==> src/rtl/branch_pkg.sv <==
// Shared encodings for the branch control sequencer: FSM states, PC
// function codes, opcode patterns, condition codes and the control-word
// layout, plus the instruction classifier used by the sequencer.
package branch_pkg;

    localparam int CW_WIDTH = 33;

    // FSM state encodings (also the value of the next_state field)
    localparam logic [1:0] ST_IDLE   = 2'b00;
    localparam logic [1:0] ST_EVAL   = 2'b01;
    localparam logic [1:0] ST_BRANCH = 2'b10;
    localparam logic [1:0] ST_LINK   = 2'b11;

    // PC function select
    localparam logic [1:0] PC_HOLD = 2'b00;
    localparam logic [1:0] PC_INC4 = 2'b01;
    localparam logic [1:0] PC_REL  = 2'b10;
    localparam logic [1:0] PC_BUS  = 2'b11;

    localparam logic [4:0] ALU_PASS_A = 5'b00100;

    // Opcode patterns
    localparam logic [7:0]  OP_CBZ   = 8'b10110100;
    localparam logic [7:0]  OP_CBNZ  = 8'b10110101;
    localparam logic [7:0]  OP_BCOND = 8'b01010100;
    localparam logic [5:0]  OP_B     = 6'b000101;
    localparam logic [5:0]  OP_BL    = 6'b100101;
    localparam logic [21:0] OP_BR    = 22'b1101011000011111000000;

    // ARM condition codes
    localparam logic [3:0] COND_EQ = 4'h0;
    localparam logic [3:0] COND_NE = 4'h1;
    localparam logic [3:0] COND_CS = 4'h2;
    localparam logic [3:0] COND_CC = 4'h3;
    localparam logic [3:0] COND_MI = 4'h4;
    localparam logic [3:0] COND_PL = 4'h5;
    localparam logic [3:0] COND_VS = 4'h6;
    localparam logic [3:0] COND_VC = 4'h7;
    localparam logic [3:0] COND_HI = 4'h8;
    localparam logic [3:0] COND_LS = 4'h9;
    localparam logic [3:0] COND_GE = 4'hA;
    localparam logic [3:0] COND_LT = 4'hB;
    localparam logic [3:0] COND_GT = 4'hC;
    localparam logic [3:0] COND_LE = 4'hD;
    localparam logic [3:0] COND_AL = 4'hE;
    localparam logic [3:0] COND_NV = 4'hF;

    typedef enum logic [2:0] {
        K_NONE, K_CBZ, K_CBNZ, K_BCOND, K_B, K_BL, K_BR
    } kind_e;

    // Control word, MSB first
    typedef struct packed {
        logic       alu_en;
        logic       alu_b_sel;
        logic [4:0] alu_fs;
        logic       rf_b_en;
        logic [4:0] sel_a;
        logic [4:0] sel_b;
        logic [4:0] rf_addr;
        logic       rf_write;
        logic       ram_en;
        logic       ram_write;
        logic       pc_en;
        logic [1:0] pc_fs;
        logic       pc_in_sel;
        logic       status_load;
        logic [1:0] next_state;
    } cw_t;

    // Classify an instruction word; BL is only recognised when enabled.
    function automatic kind_e decode(input logic [31:0] instr, input logic enable_bl);
        kind_e k;
        k = K_NONE;
        if (instr[31:24] == OP_CBZ)                        k = K_CBZ;
        else if (instr[31:24] == OP_CBNZ)                  k = K_CBNZ;
        else if (instr[31:24] == OP_BCOND && !instr[4])    k = K_BCOND;
        else if (instr[31:26] == OP_B)                     k = K_B;
        else if (instr[31:26] == OP_BL && enable_bl)       k = K_BL;
        else if (instr[31:10] == OP_BR)                    k = K_BR;
        return k;
    endfunction

endpackage

==> src/rtl/cond_evaluator.sv <==
// Evaluates an ARM condition code against the registered {V,C,N,Z} flags.
module cond_evaluator
    import branch_pkg::*;
(
    input  logic [3:0] cond_i,
    input  logic [3:0] flags_i,   // {V, C, N, Z}
    output logic       taken_o
);

    logic z, n, c, v;

    assign z = flags_i[0];
    assign n = flags_i[1];
    assign c = flags_i[2];
    assign v = flags_i[3];

    // Map each condition code to its flag expression; NV behaves as AL.
    always_comb begin
        taken_o = 1'b1;
        case (cond_i)
            COND_EQ: taken_o = z;
            COND_NE: taken_o = !z;
            COND_CS: taken_o = c;
            COND_CC: taken_o = !c;
            COND_MI: taken_o = n;
            COND_PL: taken_o = !n;
            COND_VS: taken_o = v;
            COND_VC: taken_o = !v;
            COND_HI: taken_o = c && !z;
            COND_LS: taken_o = !(c && !z);
            COND_GE: taken_o = (n == v);
            COND_LT: taken_o = (n != v);
            COND_GT: taken_o = !z && (n == v);
            COND_LE: taken_o = !(!z && (n == v));
            COND_AL: taken_o = 1'b1;
            COND_NV: taken_o = 1'b1;
            default: taken_o = 1'b1;
        endcase
    end

endmodule

==> src/rtl/branch_sequencer.sv <==
// Multi-cycle branch control sequencer: accepts CBZ/CBNZ/B/BL/B.cond/BR,
// steps through EVAL/LINK/BRANCH and emits one datapath control word per
// cycle together with the scaled branch offset.
module branch_sequencer
    import branch_pkg::*;
#(
    parameter int         DATA_WIDTH = 64,
    parameter logic [4:0] LINK_REG   = 5'd30,
    parameter logic [4:0] ZERO_REG   = 5'd31,
    parameter logic       ENABLE_BL  = 1'b1
) (
    input  logic                  clock,
    input  logic                  reset,
    input  logic [31:0]           instruction,
    input  logic                  instr_valid,
    input  logic [4:0]            status,
    output logic [CW_WIDTH-1:0]   controlword,
    output logic [DATA_WIDTH-1:0] constant,
    output logic                  busy,
    output logic                  done,
    output logic                  branch_taken,
    output logic                  illegal
);

    logic [1:0]  state_q, state_d;
    logic [31:0] instr_q, instr_d;
    logic        illegal_q, illegal_d;
    kind_e       kind_in, kind_q;
    logic        cond_taken;
    logic        taken;
    cw_t         cw;
    logic        status_unused;

    assign kind_in       = decode(instruction, ENABLE_BL);
    assign kind_q        = decode(instr_q, ENABLE_BL);
    assign status_unused = status[4];

    cond_evaluator u_cond (
        .cond_i  (instr_q[3:0]),
        .flags_i (status[3:0]),
        .taken_o (cond_taken)
    );

    // Next-state logic: accept in IDLE, then walk EVAL/LINK towards BRANCH.
    always_comb begin
        state_d   = state_q;
        instr_d   = instr_q;
        illegal_d = 1'b0;
        case (state_q)
            ST_IDLE: begin
                if (instr_valid) begin
                    case (kind_in)
                        K_CBZ, K_CBNZ: begin
                            state_d = ST_EVAL;
                            instr_d = instruction;
                        end
                        K_BL: begin
                            state_d = ST_LINK;
                            instr_d = instruction;
                        end
                        K_B, K_BCOND, K_BR: begin
                            state_d = ST_BRANCH;
                            instr_d = instruction;
                        end
                        default: illegal_d = 1'b1;
                    endcase
                end
            end
            ST_EVAL, ST_LINK: state_d = ST_BRANCH;
            default:          state_d = ST_IDLE;
        endcase
    end

    // State, latched instruction and illegal pulse registers.
    always_ff @(posedge clock) begin
        // NOTE: registers update with <= so every flop samples pre-edge values.
        if (reset) begin
            state_q   <= ST_IDLE;
            instr_q   <= '0;
            illegal_q <= 1'b0;
        end else begin
            state_q   <= state_d;
            instr_q   <= instr_d;
            illegal_q <= illegal_d;
        end
    end

    // Branch decision for the latched instruction using the current flags.
    always_comb begin
        taken = 1'b1;
        case (kind_q)
            K_CBZ:   taken = status[0];
            K_CBNZ:  taken = !status[0];
            K_BCOND: taken = cond_taken;
            default: taken = 1'b1;
        endcase
    end

    // Control word for the current state.
    always_comb begin
        // NOTE: default the whole word first so no path infers a latch.
        cw       = '0;
        cw.pc_fs = PC_HOLD;
        case (state_q)
            ST_EVAL: begin
                cw.alu_en      = 1'b0;
                cw.alu_fs      = ALU_PASS_A;
                cw.sel_a       = instr_q[4:0];
                cw.sel_b       = ZERO_REG;
                cw.status_load = 1'b1;
            end
            ST_LINK: begin
                cw.pc_en    = 1'b1;
                cw.rf_addr  = LINK_REG;
                cw.rf_write = 1'b1;
            end
            ST_BRANCH: begin
                if (kind_q == K_BR) begin
                    cw.rf_b_en   = 1'b1;
                    cw.sel_b     = instr_q[9:5];
                    cw.pc_fs     = PC_BUS;
                    cw.pc_in_sel = 1'b0;
                end else if (taken) begin
                    cw.pc_fs     = PC_REL;
                    cw.pc_in_sel = 1'b1;
                end else begin
                    cw.pc_fs     = PC_INC4;
                end
            end
            default: ;
        endcase
        cw.next_state = state_d;
    end

    // Sign-extended, word-scaled offset of the latched instruction.
    always_comb begin
        constant = '0;
        case (kind_q)
            K_CBZ, K_CBNZ, K_BCOND:
                constant = {{(DATA_WIDTH-21){instr_q[23]}}, instr_q[23:5], 2'b00};
            K_B, K_BL:
                constant = {{(DATA_WIDTH-28){instr_q[25]}}, instr_q[25:0], 2'b00};
            default: constant = '0;
        endcase
    end

    assign controlword  = cw;
    assign busy         = (state_q != ST_IDLE);
    assign done         = (state_q == ST_BRANCH);
    assign branch_taken = done && taken;
    assign illegal      = illegal_q;

endmodule

==> config.mk <==
export PLATFORM = sky130hd
export DESIGN_NAME = branch_sequencer
export DESIGN_NICKNAME = d
export VERILOG_FILES = /design/src/rtl/branch_pkg.sv /design/src/rtl/cond_evaluator.sv /design/src/rtl/branch_sequencer.sv
export SDC_FILE = /design/constraint.sdc
export NUM_CORES = 1
export LEC_CHECK = 0
export ABC_CLOCK_PERIOD_IN_PS = 3100
export CORE_UTILIZATION = 30
export CTS_CLUSTER_DIAMETER = 30
export CTS_CLUSTER_SIZE = 24
export DETAILED_ROUTE_END_ITERATION = 10
export GPL_ROUTABILITY_DRIVEN = 0
export MAX_ROUTING_LAYER = met4
export PLACE_DENSITY = 0.69
export SLEW_MARGIN = 20
export SYNTH_ARGS = -nofsm -noshare
export SYNTH_HDL_FRONTEND = slang
export SYNTH_HIERARCHICAL = 1
export SYNTH_SLANG_ARGS = --single-unit
==> constraint.sdc <==
create_clock -name clock -period 3.1 [get_ports clock]
set_clock_uncertainty 0.15 [all_clocks]
set_input_delay 0.31 -clock clock [delete_from_list [all_inputs] [get_ports clock]]
set_output_delay 0.31 -clock clock [all_outputs]
set_load 0.01 [all_outputs]
## Word-level counts from Yosys, hierarchy flattened

Index checks and enable logic that the tools add are counted.

- Equal/unequal tests: 44
- Muxes and demuxes: 32
- Bitwise logic cells: 2
- Reductions and logical operators: 25

Operators by type and width:

| cell | count |
|---|---|
| 64-bit one-hot mux with 2 select lines | 1 |
| 3-bit 2-to-1 mux | 15 |
| 22-bit == test (second input constant) | 2 |
| 4-bit == test (second input constant) | 8 |
| 8-bit == test (second input constant) | 4 |
| 3-bit == test (second input constant) | 6 |
| 4-bit by 3-bit == test with 1-bit output (second input constant) | 4 |
| 8-bit by 7-bit == test with 1-bit output (second input constant) | 2 |
| 1-bit one-hot mux with 15 select lines | 1 |
| 3-bit by 2-bit == test with 1-bit output (second input constant) | 4 |
| 6-bit by 3-bit == test with 1-bit output (second input constant) | 2 |
| 6-bit == test (second input constant) | 2 |
| 5-bit 2-to-1 mux | 2 |
| 5-bit one-hot mux with 2 select lines | 1 |
| 3-bit OR reduction | 3 |
| 4-bit by 2-bit == test with 1-bit output (second input constant) | 2 |
| 1-bit logical NOT | 8 |
| 2-bit OR reduction | 4 |
| 3-bit by 1-bit == test with 1-bit output (second input constant) | 2 |
| 1-bit 2-to-1 mux | 6 |
| 6-bit 2-to-1 mux | 1 |
| 2-bit one-hot mux with 3 select lines | 1 |
| 6-bit OR reduction | 1 |
| 1-bit logical AND | 5 |
| other kinds (13) | 16 |

- Register bits: 35
- Output and inout port bits: 101
- Word-level logic and storage cells: 106

## Longest topological paths before layout

- Depth after elaboration: 12
- Mapped depth: 10
- Gate-level depth less buffers: 9

## Hierarchy

Netlist, hierarchy kept.

Modules (own cells, without submodules):

| module | times used | cells an instance | area an instance (um2) | sequential area each (um2) |
|---|---|---|---|---|
| branch_sequencer | 1 | 314 | 2,514.9 | 700.7 |
| cond_evaluator | 1 | 30 | 185.2 | 0.0 |

## Worst setup path before layout

Ideal clock, no wire load.

- Path kind: register -> output
- Start: register instr_q[29]
- End: output port constant[28]
- Arrival time: 2.281 ns
- Path slack: 0.359 ns
- Stages on the path, launching flop included: 7
- Path through: dfxtp_1 or3_1 nor2_1 clkbuf_1 nand2_1 nand2_1 buf_4

- Word-level cells in the longest chain between the ends: 10
- Elaborated cells on any way between the ends: 21

RTL lines:

| element | line | text |
|---|---|---|
| start: declaration | branch_sequencer.sv:26 | `logic [31:0] instr_q, instr_d;` |
| start signal: assignment | branch_sequencer.sv:83 | `instr_q <= instr_d;` |
| 22-bit == test | branch_pkg.sv:80 | `else if (instr[31:10] == OP_BR) k = K_BR;` |
| 3-bit 2-to-1 mux | branch_pkg.sv:80 |  |
| 3-bit 2-to-1 mux | branch_pkg.sv:79 | `else if (instr[31:26] == OP_BL && enable_bl) k = K_BL;` |
| 3-bit 2-to-1 mux | branch_pkg.sv:78 | `else if (instr[31:26] == OP_B) k = K_B;` |
| 3-bit 2-to-1 mux | branch_pkg.sv:77 | `else if (instr[31:24] == OP_BCOND && !instr[4]) k = K_BCOND;` |
| 3-bit 2-to-1 mux | branch_pkg.sv:76 | `else if (instr[31:24] == OP_CBNZ) k = K_CBNZ;` |
| 3-bit 2-to-1 mux (*) | branch_pkg.sv:75 | `if (instr[31:24] == OP_CBZ) k = K_CBZ;` |
| 3-bit by 1-bit == test with 1-bit output (tied with other cells) | branch_sequencer.sv:138 | `case (kind_q)` |
| 3-bit OR reduction or 2-bit OR reduction (tied branches) | branch_sequencer.sv:138 |  |
| 64-bit one-hot mux with 2 select lines (*) | branch_sequencer.sv:138 |  |
| end: declaration | branch_sequencer.sv:18 | `output logic [DATA_WIDTH-1:0] constant,` |

Mark *: on every way between the ends. The rest lies on a longest branch, timed or not.

## Worst setup path in the final report

- Start: register state_q[0]
- End: output port controlword[18]

- Word-level cells in the longest chain between the ends: 2
- Elaborated cells on any way between the ends: 3

RTL lines:

| element | line | text |
|---|---|---|
| start: declaration | branch_sequencer.sv:25 | `logic [1:0] state_q, state_d;` |
| start signal: assignment | branch_sequencer.sv:82 | `state_q <= state_d;` |
| 2-bit == test or 2-bit by 1-bit == test with 1-bit output (tied branches) | branch_sequencer.sv:104 | `case (state_q)` |
| 5-bit one-hot mux with 2 select lines (*) | branch_sequencer.sv:104 |  |
| end: declaration | branch_sequencer.sv:17 | `output logic [CW_WIDTH-1:0] controlword,` |

Marked as above.

==> summary by stage <==
Place
Timing analysis after detailed placement gives a worst setup slack of -74.4 ps. The sum of net half-perimeters after detailed placement is 5.88 mm. The area after detailed placement is around 0.0038 mm².

Counting tap cells, the placed design contains a total of 535 instances. The port buffer count is approximately 130.

Detailed routing
After detailed routing, the average wire length per cell comes to 14.2 µm. The count of unresolved DRC violations after routing is 0. For this block, the via count after detailed routing is 2607. Wires add up to 7.71 mm. The detailed-route vias per instance is 4.80.

The remaining antenna violation count is 0. The count of TritonRoute iterations in the first routing pass is 4. In this run, the number of DRC markers left after iteration 0 of detailed routing was 109.

Synthesis
In the post-synthesis netlist, the biggest area contributors are dfxtp_1 (26%), buf_4 (15%), nand2_1 (13%), mux2i_1 (11%), a22o_1 (5.8%). The post-synthesis instance area is roughly 0.0027 mm². The leading area contributor after synthesis is dfxtp_1.

For this run, the register share of the synthesized area comes to 0.259. The Yosys step of the flow raised 6 warnings. The count of unique library cells instantiated by Yosys is 57. The number of cells produced by synthesis is 344.

The area fraction of the dominant cell type after synthesis is 0.259. After synthesis, the share of flip-flops with an asynchronous set or reset is 0. In this run, synthesis inferred 0 flip-flops with an integrated enable. The leading register cell type out of synthesis is dfxtp_1.

In this run the mean area of a mapped cell was 7.85 µm². After synthesis the netlist holds a flip-flop and latch count of 35.

Timing
The measured slew at the worst slew-check pin is 506 ps. The final count of pins violating max slew is 0. The headroom to the max-slew limit is 0.662. The total setup violations reported at the end of the flow is 0. The minimum period implied by the final worst setup slack is 2960 ps. The total count of hold-check failures in the final report came to 0. Of the available clock period, the critical path in the final layout requires 0.956. Setup repair after global routing left no endpoint under its margin. After layout, the worst setup slack is 136 ps. Static timing analysis puts the maximum clock frequency at 0.337 GHz.

Global route
The overall fraction of global-route tracks in use is 0.166. The global routing stage identified its most utilized layer as met2. The wire length of the first global-routing pass is 12.4 mm. The maximum number of pins on one net before global-route repair is 55.

For this run, global-route usage on met3 was measured as 0.0354. In the global route stage, met2 resource usage came out at 0.269. The met1 capacity usage during global routing is 0.205. The via count of the first global-routing pass is approximately 2.5k. The initial antenna violation count came to 0. The total overflow reported by the global router is 0.

Worst setup path
Data on the critical path arrives at its endpoint at 2500 ps. The nature of the critical path startpoint is a flop. In this design, the stage delay of the slowest critical-path cell is 620 ps.

On the critical path, the stage with the largest delay is an instance of or4_1. Traced cell by cell, the critical path runs through inv_1 -> ha_1 -> inv_1 -> or4_1 -> o21ai_0 -> clkdlybuf4s50_1. The required time of the critical path is 2640 ps.

STA classifies the critical path endpoint as an output pin. The cell family contributing the most delay on the critical path is buffers and inverters. The kind of critical path is flop to output pin.

In this design, the critical path's most frequently occurring cell is inv_1. The count of buffer and inverter cells on the critical path is 3. Along the worst path, the maximum fanout reaches 5.

Cells and area
The proportion of layout cells with a drive suffix above 1 is 0.0805. The count of inserted antenna diode cells is 0. After routing the design area is 0.00389 mm². The net count of the finished layout is 479.

After the flow finishes, the layout carries non-filler instances totaling between 500 and 600. The final design utilization is 0.447. The synthesis-to-finish area growth is 44.3%.

Run status
The flow ran to the end, and the final reports show no timing, DRC or antenna violations.

Power and ir drop
The cell leakage power is 1.50 nW. The power per cell area is 260 mW/mm². Of the total power, combinational logic draws 0.137. Internal power comes to 770 µW. The worst IR drop on VDD is 0.153 mV.

The part of the total power dissipated in sequential elements is 0.456. Of the total power, the share spent switching nets is 0.241. The total power of the final layout is 1.01 mW. The share of power burned in the clock network is 0.407.

The power dissipated by switching net loads is 244 µW.

Clock network
The number of sinks handled by clock tree synthesis is 35. The clock reaches the later pin of the worst-skew pair after 290 ps. The count of hold-fix buffers inserted at cts is 0. The post-CTS clock slew at the launch and capture registers of the worst setup and hold paths is 70 ps. TritonCTS built the clock tree. The H-tree depth is 2. The tree is rooted in a clkbuf_8. The buffer levels on the longest clock path is 2.

The number of CTS-inserted buffers is 5.

Die
The floorplan has 34 rows. The initial utilization of the core area, before any placement, comes to 0.310. In this run the count of I/O pins placed on the die edge is 141.

The width of the die is 96.9 µm. The die outline height is 96.9 µm. The core region area is 0.00872 mm². The die covers 0.00938 mm².

Run
Max-cap violations in this run came to 0.

Hold path
The worst min-delay path class is flop to flop.
-- worst reg2reg max path, stage by stage, from the launching register on --
cell and delay (ps):
dfxtp_1 350, inv_1 120, ha_1 300, nand2_1 120
o21ba_2 270, buf_12 230, mux2i_1 230
-- per-stage QoR --
stage,hold slack (ps),setup TNS [ps]
global placement,298,0
global route,342,0
finish,316,0
floorplan,236,0
CTS,319,0
detailed placement,303,-138
-- registers in the layout (all words and copies together), names as in the netlist --
register and cells:
instr_q 32, state_q 2, illegal 1
-- timing repair --
| item | in CTS | in global routing |
|---|---|---|
| buffers inserted | 0 | 0 |
| resized for setup | 4 | 11 |
| setup endpoints to repair | 4 | 43 |
| hold endpoints to repair | 0 | 0 |
| pin swaps | 0 | 2 |
-- logic make-up after synthesis --
group / count (synthesis) / share of synthesized area
AO/OA/AOI/OAI: 52 / 0.142
XOR/XNOR: 2 / 0.00649
adder cells (fa/ha/maj): 5 / 0.0232
buffers and inverters: 77 / 0.202
flip-flops: 35 / 0.259
multiplexers: 29 / 0.108
other: 1 / 0.00139
AND/OR/NAND/NOR: 143 / 0.257
-- cell type report --
cell class	count	area [µm²]
repair buffers	141	1400
clock inverters	3	43.8
inverters	9	33.8
well taps	108	135
multi-input cells	242	1510
flip-flops and latches	35	703
fillers	881	4830
clock buffers	5	68.8
-- Yosys cell counts, types with 3 or more instances --
master    number
a21oi_1        6
a22o_1        18
and2_1         6
buf_12         3
buf_4         53
clkbuf_1       9
dfxtp_1       35
ha_1           5
inv_1          8
mux2i_1       29
nand2_1       90
nand2b_1       3
nand3b_1       3
nor2_1        10
nor4_1         3
nor4b_1        3
o21a_1         4
o21ai_0        9
-- power by group through the flow --
stage / sequential (mW) / clock, mW / combinational, mW
after floorplan: 0.470 / 0 / 0.0709
after global placement: 0.472 / 0 / 0.137
after detailed placement: 0.472 / 0 / 0.139
after CTS: 0.462 / 0.420 / 0.139
after global routing: 0.463 / 0.442 / 0.151
final: 0.462 / 0.412 / 0.139
-- final timing paths --
check              startpoint         endpoint  slack [ps]  cells after the start
setup / recovery   state_q[0]  controlword[18]         140                      6
hold / removal    instr_q[26]      instr_q[26]         320                      1
setup reg to reg   state_q[0]      instr_q[17]        1260                      6
hold reg to reg   instr_q[26]      instr_q[26]         320                      1
-- layer usage --
| metal | part of all wire | routed length (µm) |
|---|---|---|
| met4 | 0.019 | 144 |
| met3 | 0.066 | 511 |
| met5 | 0 | 0 |
| met1 | 0.45 | 3500 |
| met2 | 0.46 | 3550 |
-- cell usage in the layout (no fill, tap or decap), types with 3 or more instances in the layout --
master,n
and2_1,6
o21ai_1,4
ha_1,5
nand3b_1,3
clkbuf_8,5
nand2b_1,3
a21oi_1,5
buf_4,11
nor4_1,3
nand2_1,90
nor2_1,10
o21ai_0,5
clkdlybuf4s50_1,124
o21a_1,4
dfxtp_1,33
mux2i_1,29
conb_1,11
a22o_1,18
inv_1,8
Note: power is estimated with default switching activity, not from simulation.
